<file path="src/rtl/alu_sequencer.sv">
// Multi-cycle controller that steps a shared ALU through READ/EXEC/WB for each
// command, sourcing operands from and writing results to a small register file.
module alu_sequencer #(
    parameter int MAX_WIDTH = 8,
    parameter int RA_W      = 2
) (
    input  logic                 clk,
    input  logic                 rst,
    input  logic                 cmd_valid,
    output logic                 cmd_ready,
    input  logic [2:0]           cmd_selop,
    input  logic [1:0]           cmd_shamt,
    input  logic [RA_W-1:0]      cmd_ra,
    input  logic [RA_W-1:0]      cmd_rb,
    input  logic [RA_W-1:0]      cmd_rd,
    input  logic                 cmd_setf,
    input  logic                 ld_en,
    input  logic [RA_W-1:0]      ld_addr,
    input  logic [MAX_WIDTH-1:0] ld_data,
    output logic [MAX_WIDTH-1:0] alu_busA,
    output logic [MAX_WIDTH-1:0] alu_busB,
    output logic [2:0]           alu_selop,
    output logic [1:0]           alu_shamt,
    output logic                 alu_enaf,
    input  logic [MAX_WIDTH-1:0] alu_busC,
    output logic                 busy,
    output logic                 done,
    output logic [MAX_WIDTH-1:0] done_data,
    input  logic [RA_W-1:0]      dbg_addr,
    output logic [MAX_WIDTH-1:0] dbg_data
);

    localparam int NREGS = 2 ** RA_W;

    typedef enum logic [1:0] {
        IDLE = 2'd0,
        READ = 2'd1,
        EXEC = 2'd2,
        WB   = 2'd3
    } state_t;

    state_t                 state;
    logic [MAX_WIDTH-1:0]   regs [NREGS];
    logic [2:0]             lat_selop;
    logic [1:0]             lat_shamt;
    logic [RA_W-1:0]        lat_ra;
    logic [RA_W-1:0]        lat_rb;
    logic [RA_W-1:0]        lat_rd;
    logic                   lat_setf;
    logic [MAX_WIDTH-1:0]   result;

    // A direct load in IDLE takes the cycle, so the command waits one more.
    assign cmd_ready = (state == IDLE) && !ld_en;
    assign dbg_data  = regs[dbg_addr];
    assign done_data = result;

    always_ff @(posedge clk or negedge rst) begin
        if (!rst) begin
            state     <= IDLE;
            for (int i = 0; i < NREGS; i++) begin
                regs[i] <= '0;
            end
            lat_selop <= '0;
            lat_shamt <= '0;
            lat_ra    <= '0;
            lat_rb    <= '0;
            lat_rd    <= '0;
            lat_setf  <= 1'b0;
            result    <= '0;
            alu_busA  <= '0;
            alu_busB  <= '0;
            alu_selop <= '0;
            alu_shamt <= '0;
            alu_enaf  <= 1'b0;
            busy      <= 1'b0;
            done      <= 1'b0;
        end else begin
            case (state)
                IDLE: begin
                    if (ld_en) begin
                        regs[ld_addr] <= ld_data;
                    end else if (cmd_valid) begin
                        lat_selop <= cmd_selop;
                        lat_shamt <= cmd_shamt;
                        lat_ra    <= cmd_ra;
                        lat_rb    <= cmd_rb;
                        lat_rd    <= cmd_rd;
                        lat_setf  <= cmd_setf;
                        busy      <= 1'b1;
                        state     <= READ;
                    end
                end
                // Operands are sampled here, before write-back, so an aliased rd
                // still contributes its old value.
                READ: begin
                    alu_busA  <= regs[lat_ra];
                    alu_busB  <= regs[lat_rb];
                    alu_selop <= lat_selop;
                    alu_shamt <= lat_shamt;
                    alu_enaf  <= lat_setf;
                    state     <= EXEC;
                end
                EXEC: begin
                    alu_enaf <= 1'b0;
                    result   <= alu_busC;
                    done     <= 1'b1;
                    state    <= WB;
                end
                WB: begin
                    regs[lat_rd] <= result;
                    done         <= 1'b0;
                    busy         <= 1'b0;
                    state        <= IDLE;
                end
                default: begin
                    state <= IDLE;
                end
            endcase
        end
    end

endmodule
</file>
<file path="config.mk">
export PLATFORM = sky130hd
export DESIGN_NAME = alu_sequencer
export DESIGN_NICKNAME = d
export VERILOG_FILES = /design/src/rtl/alu_sequencer.sv
export SDC_FILE = /design/constraint.sdc
export NUM_CORES = 1
export LEC_CHECK = 0
export BUFFER_PORTS_ARGS = -buffer_cell sky130_fd_sc_hd__buf_2
export CAP_MARGIN = 10
export CORE_ASPECT_RATIO = 1.2
export CORE_MARGIN = 5
export CORE_UTILIZATION = 30
export CTS_BUF_LIST = sky130_fd_sc_hd__clkbuf_8
export CTS_CLUSTER_DIAMETER = 100
export DETAILED_ROUTE_END_ITERATION = 8
export GPL_TIMING_DRIVEN = 0
export HOLD_SLACK_MARGIN = 0.06
export SLEW_MARGIN = 20
export SYNTH_ARGS = -nofsm -noshare
export SYNTH_HDL_FRONTEND = slang
export SYNTH_SLANG_ARGS = --single-unit
export TNS_END_PERCENT = 1
</file>
<file path="constraint.sdc">
create_clock -name clk -period 1.95 [get_ports clk]
set_input_delay 0.2925 -clock clk [delete_from_list [all_inputs] [get_ports clk]]
set_output_delay 0.2925 -clock clk [all_outputs]
set_load 0.02 [all_outputs]
</file>
* After elaboration in Yosys (flattened, before gate mapping)
Cells that the tools add are included.
** Storage, ports and cells
- Register bits :: 78
- Output and inout port bits :: 41
- Logic and storage cells :: 75
** Cells by class
- Magnitude comparators :: 7
- Multiplexer cells :: 25
- Bitwise gates (word level) :: 6
- Reductions and logical operators :: 12
- Eq/ne operators :: 6
** Operator list (count)
- 32-bit bitwise mux :: 2
- 8-bit 2-to-1 mux :: 8
- 32-bit one-hot mux with 2 select lines :: 1
- 8-bit binary-select mux with 2-bit select :: 3
- 8-bit demux with 2-bit select :: 2
- 32-bit 2-to-1 mux :: 1
- 3-bit greater-or-equal comparator, second input constant :: 5
- 2-bit inverter with 3-bit output :: 5
- 2-bit one-hot mux with 4 select lines :: 1
- 3-bit by 1-bit < comparator with 1-bit output, second input constant :: 2
- 2-bit inequality test, second input constant :: 3
- 1-bit one-hot mux with 2 select lines :: 3
- 3-bit AND reduction :: 2
- 2-bit nonzero test :: 3
- 2-bit equality test, second input constant :: 2
- 2-bit 2-to-1 mux :: 2
- 2-bit AND reduction :: 2
- 1-bit logical AND :: 3
- 2-bit by 1-bit equality test with 1-bit output, second input constant :: 1
- 2-bit zero test :: 1
- 1-bit 2-to-1 mux :: 2
- 1-bit zero test :: 1
- 1-bit inverter :: 1

* Logic depth before layout (Yosys ltp)
Gate-level depths: netlist (run 1).
- Word-level depth :: 8
- Depth in mapped cells :: 7
- Gate-level depth less buffers :: 5

* Least setup slack after synthesis (run 1)
OpenSTA, ideal clock, no wires.
- Kind :: reg-to-reg
- Start :: reg state[0]
- End :: reg regs[10] (netlist bit)
- Arrival :: 1737 ps
- Data required time :: 1825 ps
- Path slack :: 88 ps
- Period minus slack after synthesis :: 1862 ps
- Cell stages (with the launch flop) :: 6
- Library setup time :: 125 ps
- Cells stage by stage :: dfrtp_1 -> ha_1 -> buf_4 -> or3b_1 -> a21oi_4 -> mux2_2
** On the way
- Cells in the longest elaborated chain, start to end :: 3
- Elaborated cells on any way between the ends :: 6
- Those cells by class :: eq/ne (2); mux (1); reduce/logical (3)
** Ends and longest elaborated chain
- from (decl) :: RTL line 42 : state_t state;
- from (signal assigned) :: RTL line 59 : state <= IDLE;
- from (signal assigned) :: RTL line 90 : state <= READ;
- from (signal assigned) :: RTL line 101 : state <= EXEC;
- 2-bit zero test or 2-bit equality test (tied branches) :: RTL line 78 : case (state)
- 2-bit inequality test (no line) or 2-bit nonzero test (tied branches)
- 2-bit AND reduction (no line)
- to (signal, indexed assignment) :: RTL line 81 : regs[ld_addr] <= ld_data;
- to (signal, indexed assignment) :: RTL line 110 : regs[lat_rd] <= result;
- to (decl) :: RTL line 43 : logic [MAX_WIDTH-1:0] regs [NREGS];
Several ways; a longest one is shown, not always the timed one.
A chain may end at the register's enable or synchronous reset.

* Final worst setup path (run 1)
- Start :: reg state[0]
- End :: reg regs[14] (netlist bit)
Same word-level chain as after synthesis.

==> flow_summary.toml, run 1 <==
[placed_design]
place_area_um2 = 4680
port_buffers = 74
gp_congestion = 0.825
dp.final_hpwl_um = 7750

[cts]
path_clk_slew_ns = 0.08
cts_max_path_buffers = 2
cts-htree-levels = 3
clk_latency_ns = 0.36
cts_buffers = 9
cts_tree = "yes"
root_buffer = "clkbuf_8"
clock_sinks = 78

[drt]
drt_wl_total_um = 10900
drt_first_pass_iters = 4
routedWlPerCell_um = 19.7
drc = 0
drtIter0Drc = 131
vias_per_cell = 5.17
via_count = 2860
drtAntennaViolNets = 0

[setup_path]
worstSetupPathType = "reg2reg"
cp_max_fo = 9
critPathLaunchType = "flop"
critPathRequiredTime_ns = 2.18
end_kind = "flop"
path_delay_family = "flip-flops"
crit_path_cell_trace = "ha_2, buf_6, or3b_4, a21oi_4, buf_12, mux2_2"
arrival_ns = 2.15
max_stage_delay_ns = 0.42
critPathBufInv = 2
regToRegSetupSlack_ns = 0.03
cp_slowest_cell = "dfrtp_1"

[job]
maxCapViolCount = 0

[yosys]
synth.yosys.warnings = 0
synth_top_area_frac = 0.479
synth_area_leaders = "dfrtp_1 (48%), mux2_2 (20%), mux4_2 (13%)"
yosysSeqAreaShare = 0.479
synth_top_cell_by_area = "dfrtp_1"
syn_area_per_cell_um2 = 14.1
syn-num-nets = 331
synthesis.area_um2 = 4070
synth_edf_count = 0
synth_seq_cells = 78
synth_cells = 289
synth.distinct_cells = 28
async_flop_share = 1.00
synthFlopType = "dfrtp_1"

[timing]
finalSetupViolCount = 0
relSlewSlack = 0.531
final.period_utilization = 0.982
finalClockSkew_ns = 0.0149
hold_slack_ns = 0.159
worst_pin_slew_ns = 0.703
finalCriticalPeriod_ns = 1.92
slew_violations = 0
max_freq_ghz = 0.522
hold_viol = 0

[die]
pin_count = 77
fp.dieW_um = 116
core_area_um2 = 13300
die_y_um = 138
initial_core_util = 0.306
rows = 46
die_area_um2 = 16000

[worst_hold_path]
hold_class = "in2reg"

[status]
status = "finished clean"

[power]
p_per_area_nw_per_um2 = 1600
p_leak_uw = 0.00226
ir_drop_v = 0.000575
total_power_uw = 8020

[global_route]
grt_max_degree = 53
grt-ovfl-total = 0
grt_usage = 0.141
grt_pass1_wl_um = 17000
antenna_found_initial = 0
grt_pass1_vias = 3095

[finish]
final_cell_mix = "buf_2 (78), dfrtp_1 (78), mux2_2 (71)"
design_area_um2 = 5010
layout.nets = 424
drive_above_1_share = 0.553
n_antenna_cell = 0
syn2layout_area_growth_pct = 23.0
## sequential cells by signal, summed over array words and instances, names as in the netlist, 3 cells and up
name / flops
alu_busA: 8
alu_busB: 8
lat_selop: 3
alu_selop: 3
done_data: 8
regs: 32
## layer usage
| metal | vias up | GRT usage | share of wire |
|---|---|---|---|
| met5 | - | 0 | 0 |
| met4 | 0 | 0.0722 | 0.034 |
| met3 | 27 | 0.0334 | 0.057 |
| met2 | 102 | 0.230 | 0.50 |
| li1 | 1292 | - | - |
| met1 | 1439 | 0.171 | 0.40 |
## cells in the mapped netlist (2+ instances only)
master / number
nand3b_1: 4
ha_1: 6
nand2_1: 11
o32ai_1: 8
inv_1: 4
nor2_1: 3
dfrtp_1: 78
mux2_2: 72
buf_2: 6
or3b_1: 3
a21oi_1: 4
buf_1: 6
mux4_2: 24
nor2b_1: 2
o22ai_1: 24
buf_4: 3
a21oi_4: 3
nand2b_1: 13
clkbuf_1: 6
## path summary, 6_finish.rpt
check,depth (start not counted),start,to
min reg2reg,1,alu_shamt[0],alu_shamt[0]
min,2,alu_busC[4],done_data[4]
max reg2reg,6,state[0],regs[14]
max in group asynchronous,3,rst,alu_busA[0]
min in group asynchronous,2,rst,lat_rd[0]
max,6,state[0],regs[14]
## layout make-up
type,instances,area (µm²)
fill,1300,8290
inverter,4,15.0
clock inverter,3,37.5
buffer,21,109
multi-input combinational,186,2030
sequential,78,1950
timing repair buffer,82,505
clock buffer,11,151
tap,168,210
## repair_timing
| action | 4_1_cts | 5_1_grt |
|---|---|---|
| setup endpoints to repair | 42 | 41 |
| pin swaps | 3 | 4 |
| hold endpoints to repair | 26 | 0 |
| resized for setup | 5 | 9 |
| hold buffers | 1 | 0 |
| setup buffers | 1 | 5 |
## power breakdown
group / internal (µW) / total, µW / switching [µW]
registers: 2300 / 2810 / 514
clock network: 639 / 1220 / 576
logic: 2000 / 4000 / 2000
## cells by family (layout without fill, tap and decap cells)
logic type               count (synthesis)  after routing  share of synthesized area
AND/OR/NAND/NOR                         39             39                     0.0544
adder cells (fa/ha/maj)                  6              6                     0.0184
multiplexers                            98             98                      0.338
AO/OA/AOI/OAI                           43             43                     0.0823
flip-flops                              78             78                      0.479
buffers and inverters                   25            121                     0.0276
## through the flow
step | cells | util | setup TNS [ns] | worst slack [ns]
3_3_place_gp | 531 | 0.350 | -5.01 | -0.237
3_5_place_dp | 532 | 0.352 | -4.69 | -0.232
5_1_grt | 553 | 0.377 | -0.0593 | -0.0111
2_1_floorplan | 289 | - | 0 | 0.0881
4_1_cts | 548 | 0.370 | -1.50 | -0.0771
6_report | 553 | 0.377 | 0 | 0.0341
Note: power is estimated with default switching activity, not from simulation.
==> run 2, diff against run 1 <==
--- a/config.mk
+++ b/config.mk
@@ -7,7 +7,7 @@
 export LEC_CHECK = 0
 export BUFFER_PORTS_ARGS = -buffer_cell sky130_fd_sc_hd__buf_2
 export CAP_MARGIN = 10
-export CORE_ASPECT_RATIO = 1.2
+export CORE_ASPECT_RATIO = 0.75
 export CORE_MARGIN = 5
 export CORE_UTILIZATION = 30
 export CTS_BUF_LIST = sky130_fd_sc_hd__clkbuf_8
==> flow_summary.toml, run 2 (synthesis results as in run 1) <==
[placed_design]
placed_cells = 535
gp_congestion = 0.812
dp.final_hpwl_um = 8020
place_area_um2 = 4690
port_buffers = 74

[setup_path]
critPathLaunchType = "flop"
cp_max_fo = 8
worstSetupPathType = "reg2reg"
arrival_ns = 2.14
cp_slowest_cell = "dfrtp_1"
max_stage_delay_ns = 0.46
crit_path_cell_trace = "inv_2, ha_1, buf_6, mux2i_4, a21oi_4, buf_12, mux2_2"
critPathRequiredTime_ns = 2.20
end_kind = "flop"

[finish]
layout_commonest_cell = "dfrtp_1"
nFillCells = 1280
design_area_um2 = 5030
syn2layout_area_growth_pct = 23.6
stdcell_count = 556
n_antenna_cell = 0
regArea_um2 = 1950
multi_input_area_um2 = 2030
layout.nets = 422
largest_reg_flops = 32
final_cell_mix = "dfrtp_1 (78), buf_2 (76), mux2_2 (72)"
regMostFlops = "regs"
drive_above_1_share = 0.556

[cts]
cts_max_path_buffers = 2
cts-htree-levels = 3
path_clk_slew_ns = 0.08
cts_buffers = 9
root_buffer = "clkbuf_8"
clk_latency_ns = 0.37
clock_sinks = 78
cts_tree = "yes"

[drt]
drt_wl_total_um = 11000
drt_first_pass_iters = 4
routedWlPerCell_um = 19.8
via_count = 2834
drtIter0Drc = 191
drc = 0
drtAntennaViolNets = 0
vias_per_cell = 5.10

[power]
power_frac_comb = 0.492
p_per_area_nw_per_um2 = 1620
swShare = 0.386
p_switching_uw = 3160
p_leak_uw = 0.00226
clkPwrFrac = 0.163
ir_drop_v = 0.000592
internal_power_uw = 5010
seq_power_share = 0.344

[timing]
finalClockSkew_ns = 0.0107
worst_pin_slew_ns = 0.720
hold_viol = 0
finalCriticalPeriod_ns = 1.89
max_freq_ghz = 0.529
slew_violations = 0
setup_tns_ns = 0
final.period_utilization = 0.969
rsz0062_at_grt = "yes"
finalSetupViolCount = 0
relSlewSlack = 0.520

[worst_hold_path]
hold_class = "in2reg"

[global_route]
grt_usage = 0.145
grt_pass1_wl_um = 17600
antenna_found_initial = 0
grt-ovfl-total = 0
grt_pass1_vias = 3060
grt_max_degree = 58

[die]
core_area_um2 = 13200
fp.dieW_um = 145
die_area_um2 = 16000
rows = 36
initial_core_util = 0.310
pin_count = 77
die_y_um = 111

[job]
maxCapViolCount = 0

[status]
status = "finished clean"
-- run 2: cell types whose count changed in the layout (fill, tap and decap cells not counted), sizes merged --
cell      delta
clkbuf       -1
inv          -1
clkinvlp     +1
buf          -3
clkinv       +3
bufinv       +1
-- run 2: per-layer routing --
layer  GRT usage  share of wire  wire, µm  vias up
met2       0.214           0.47      5140       92
met3      0.0384          0.065       718       10
li1            -              -         -     1291
met5           0              0         0        -
met1       0.212           0.46      5060     1441
met4      0.0329         0.0071        78        0
-- run 2: power by group through the flow --
| stage | clock network [µW] | registers, µW | logic, µW |
|---|---|---|---|
| 5_1_grt | 1450 | 2920 | 4380 |
| 2_1_floorplan | 0 | 2990 | 2520 |
| 6_report | 1330 | 2810 | 4020 |
| 3_3_place_gp | 0 | 2770 | 3790 |
| 3_5_place_dp | 0 | 2840 | 3860 |
| 4_1_cts | 1370 | 2810 | 3930 |
-- run 2: repair_timing --
item | CTS | global route
resized for setup | 1 | 17
endpoints found under the hold margin | 21 | 0
endpoints found under the setup margin | 32 | 53
pin swaps | 3 | 3
setup buffers | 1 | 4
hold buffers | 1 | 0
-- run 2: final timing paths --
kind	start	end	slack, ns	depth (start not counted)
min	alu_busC[4]	done_data[4]	0.15	2
min in group asynchronous	rst	alu_busA[1]	0.35	2
min reg2reg	done	done	0.50	2
max in group asynchronous	rst	state[1]	1.01	3
max reg2reg	state[0]	regs[11]	0.06	7
max	state[0]	regs[11]	0.06	7
-- run 2: cell type report --
| cell class | count | area share |
|---|---|---|
| clock buffers | 9 | 0.0246 |
| clock inverters | 7 | 0.0179 |
| flip-flops and latches | 78 | 0.388 |
| repair buffers | 81 | 0.0989 |
| multi-input cells | 186 | 0.404 |
| plain buffers | 20 | 0.0211 |
| inverters | 4 | 0.00298 |
| well taps | 171 | 0.0425 |
-- run 2: stage by stage --
step | worst slack [ns] | utilization | hold WS [ns] | power, µW
2_1_floorplan | 0.0881 | - | -0.00309 | 5510
3_3_place_gp | -0.197 | 0.354 | 0.475 | 6560
3_5_place_dp | -0.209 | 0.356 | 0.214 | 6690
4_1_cts | -0.145 | 0.375 | 0.136 | 8110
5_1_grt | -0.0314 | 0.383 | 0.133 | 8740
6_report | 0.0607 | 0.383 | 0.151 | 8170
-- run 2: worst max-delay path, delay by kind of cell, from the launching register on --
family | cells | cell delay [ns]
adders and majority gates | 1 | 0.21
muxes | 2 | 0.56
AOI/OAI and AO/OA | 1 | 0.16
DFF | 1 | 0.46
buffers and inverters | 3 | 0.38
==> run 3, diff against run 2 <==
--- a/config.mk
+++ b/config.mk
@@ -15,7 +15,8 @@
 export DETAILED_ROUTE_END_ITERATION = 8
 export GPL_TIMING_DRIVEN = 0
 export HOLD_SLACK_MARGIN = 0.06
-export SLEW_MARGIN = 20
+export SETUP_SLACK_MARGIN = 0.4
+export SLEW_MARGIN = 10
 export SYNTH_ARGS = -nofsm -noshare
 export SYNTH_HDL_FRONTEND = slang
 export SYNTH_SLANG_ARGS = --single-unit
==> flow_summary.toml, run 3 (synthesis results as in run 1) <==
[setup_path]
startpoint = "state[1]"
end_kind = "flop"
worstSetupPathType = "reg2reg"
critPathLaunchType = "flop"
reg2reg_from = "state[1]"
cp_max_fo = 8
cp_slowest_cell = "dfrtp_1"
critPathRequiredTime_ns = 2.19
arrival_ns = 2.15
max_stage_delay_ns = 0.42
path_delay_family = "flip-flops"
crit_path_cell_trace = "ha_2, buf_6, or3b_1, a21oi_4, buf_12, mux2_2"
critPathBufInv = 2

[global_route]
grt_pass1_vias = 3074
grt_pass1_wl_um = 17500
antenna_found_initial = 0
grt_max_degree = 55
grt-ovfl-total = 0
grt_usage = 0.144

[drt]
drt_first_pass_iters = 4
drtAntennaViolNets = 0
via_count = 2870
drt_wl_total_um = 11300
drtIter0Drc = 152
routedWlPerCell_um = 20.2
vias_per_cell = 5.13
drc = 0

[timing]
worst_pin_slew_ns = 0.784
finalCriticalPeriod_ns = 1.90
relSlewSlack = 0.477
final.period_utilization = 0.975
hold_viol = 0
hold_slack_ns = 0.161
rsz0062_at_grt = "yes"
max_freq_ghz = 0.526
fin_ws_ns = 0.0480
finalClockSkew_ns = 0.0119
finalSetupViolCount = 0
slew_violations = 0

[finish]
nFillCells = 1281
n_antenna_cell = 0
syn2layout_area_growth_pct = 24.8
multi_input_area_um2 = 2080
regMostFlops = "regs"
drive_above_1_share = 0.567
largest_reg_flops = 32
layout.nets = 426
regArea_um2 = 1950
final_cell_mix = "buf_2 (78), dfrtp_1 (78), mux2_2 (62)"

[placed_design]
port_buffers = 74
dp.final_hpwl_um = 7890
gp_congestion = 0.847
pre_cts_slack_ns = -0.233

[die]
fp.dieW_um = 145
initial_core_util = 0.310
pin_count = 77
core_area_um2 = 13200
rows = 36
die_area_um2 = 16000
die_y_um = 111

[cts]
cts_tree = "yes"
root_buffer = "clkbuf_8"
clk_latency_ns = 0.36
cts_max_path_buffers = 2
cts_buffers = 9
clock_sinks = 78
path_clk_slew_ns = 0.08
cts-htree-levels = 3

[worst_hold_path]
hold_class = "in2reg"
hold_path.startpoint = "cmd_selop[1]"

[power]
ir_drop_v = 0.000724
p_per_area_nw_per_um2 = 1620
p_leak_uw = 0.00228

[job]
maxCapViolCount = 0

[status]
status = "finished clean"
-- run 3: cell count changes in the layout (fill, tap and decap cells not counted), moves of 2 or more --
cell      before  now
clkbuf_4       2    0
mux2_2        72   62
buf_6          1    3
buf_4          5    7
mux2_4         0   10
buf_2         76   78
-- run 3: layout make-up --
| cell class | instances | area share |
|---|---|---|
| well taps | 171 | 0.0421 |
| repair buffers | 84 | 0.101 |
| clock inverters | 5 | 0.0101 |
| plain buffers | 21 | 0.0231 |
| clock buffers | 10 | 0.0271 |
| flip-flops and latches | 78 | 0.384 |
| inverters | 4 | 0.00295 |
| multi-input cells | 186 | 0.409 |
-- run 3: path summary, 6_finish.rpt --
path / to / cells after the start / slack [ns]
hold reg to reg: done / 2 / 0.50
max in group asynchronous: alu_busA[0] / 3 / 0.97
hold / removal: lat_selop[1] / 2 / 0.16
setup reg to reg: regs[27] / 6 / 0.05
min in group asynchronous: alu_busB[2] / 2 / 0.38
setup / recovery: regs[27] / 6 / 0.05
-- run 3: repair_timing --
item                                   4_1_cts  5_1_grt
setup buffers                                8        0
setup endpoints to repair                   84       83
resized for setup                           15       15
pin swaps                                    5        4
endpoints found under the hold margin       24        0
hold buffers                                 1        0
-- run 3: routing by layer --
layer  vias to the layer above  routed length [µm]  GRT usage
li1                       1292                   -          -
met1                      1485                5180      0.201
met2                        81                5330      0.218
met3                        12                 651     0.0401
met4                         0                 143     0.0404
met5                         -                   0          0
-- run 3: where the power goes --
group,total [µW],internal (µW),switching (µW)
Clock,1220,611,605
Sequential,2800,2300,499
Combinational,4220,2110,2110
Total,8230,5010,3210
-- run 3: through the flow --
stage               power [µW]   util  cell area, µm²  TNS, ns  instances
CTS                       8210  0.383            5040        0        559
floorplan                 5520      -            4080        0        289
global route              8730  0.387            5080        0        559
detailed placement        6700  0.357            4690    -4.34        535
global placement          6570  0.354            4660    -3.30        534
finish                    8230  0.387            5080        0        559
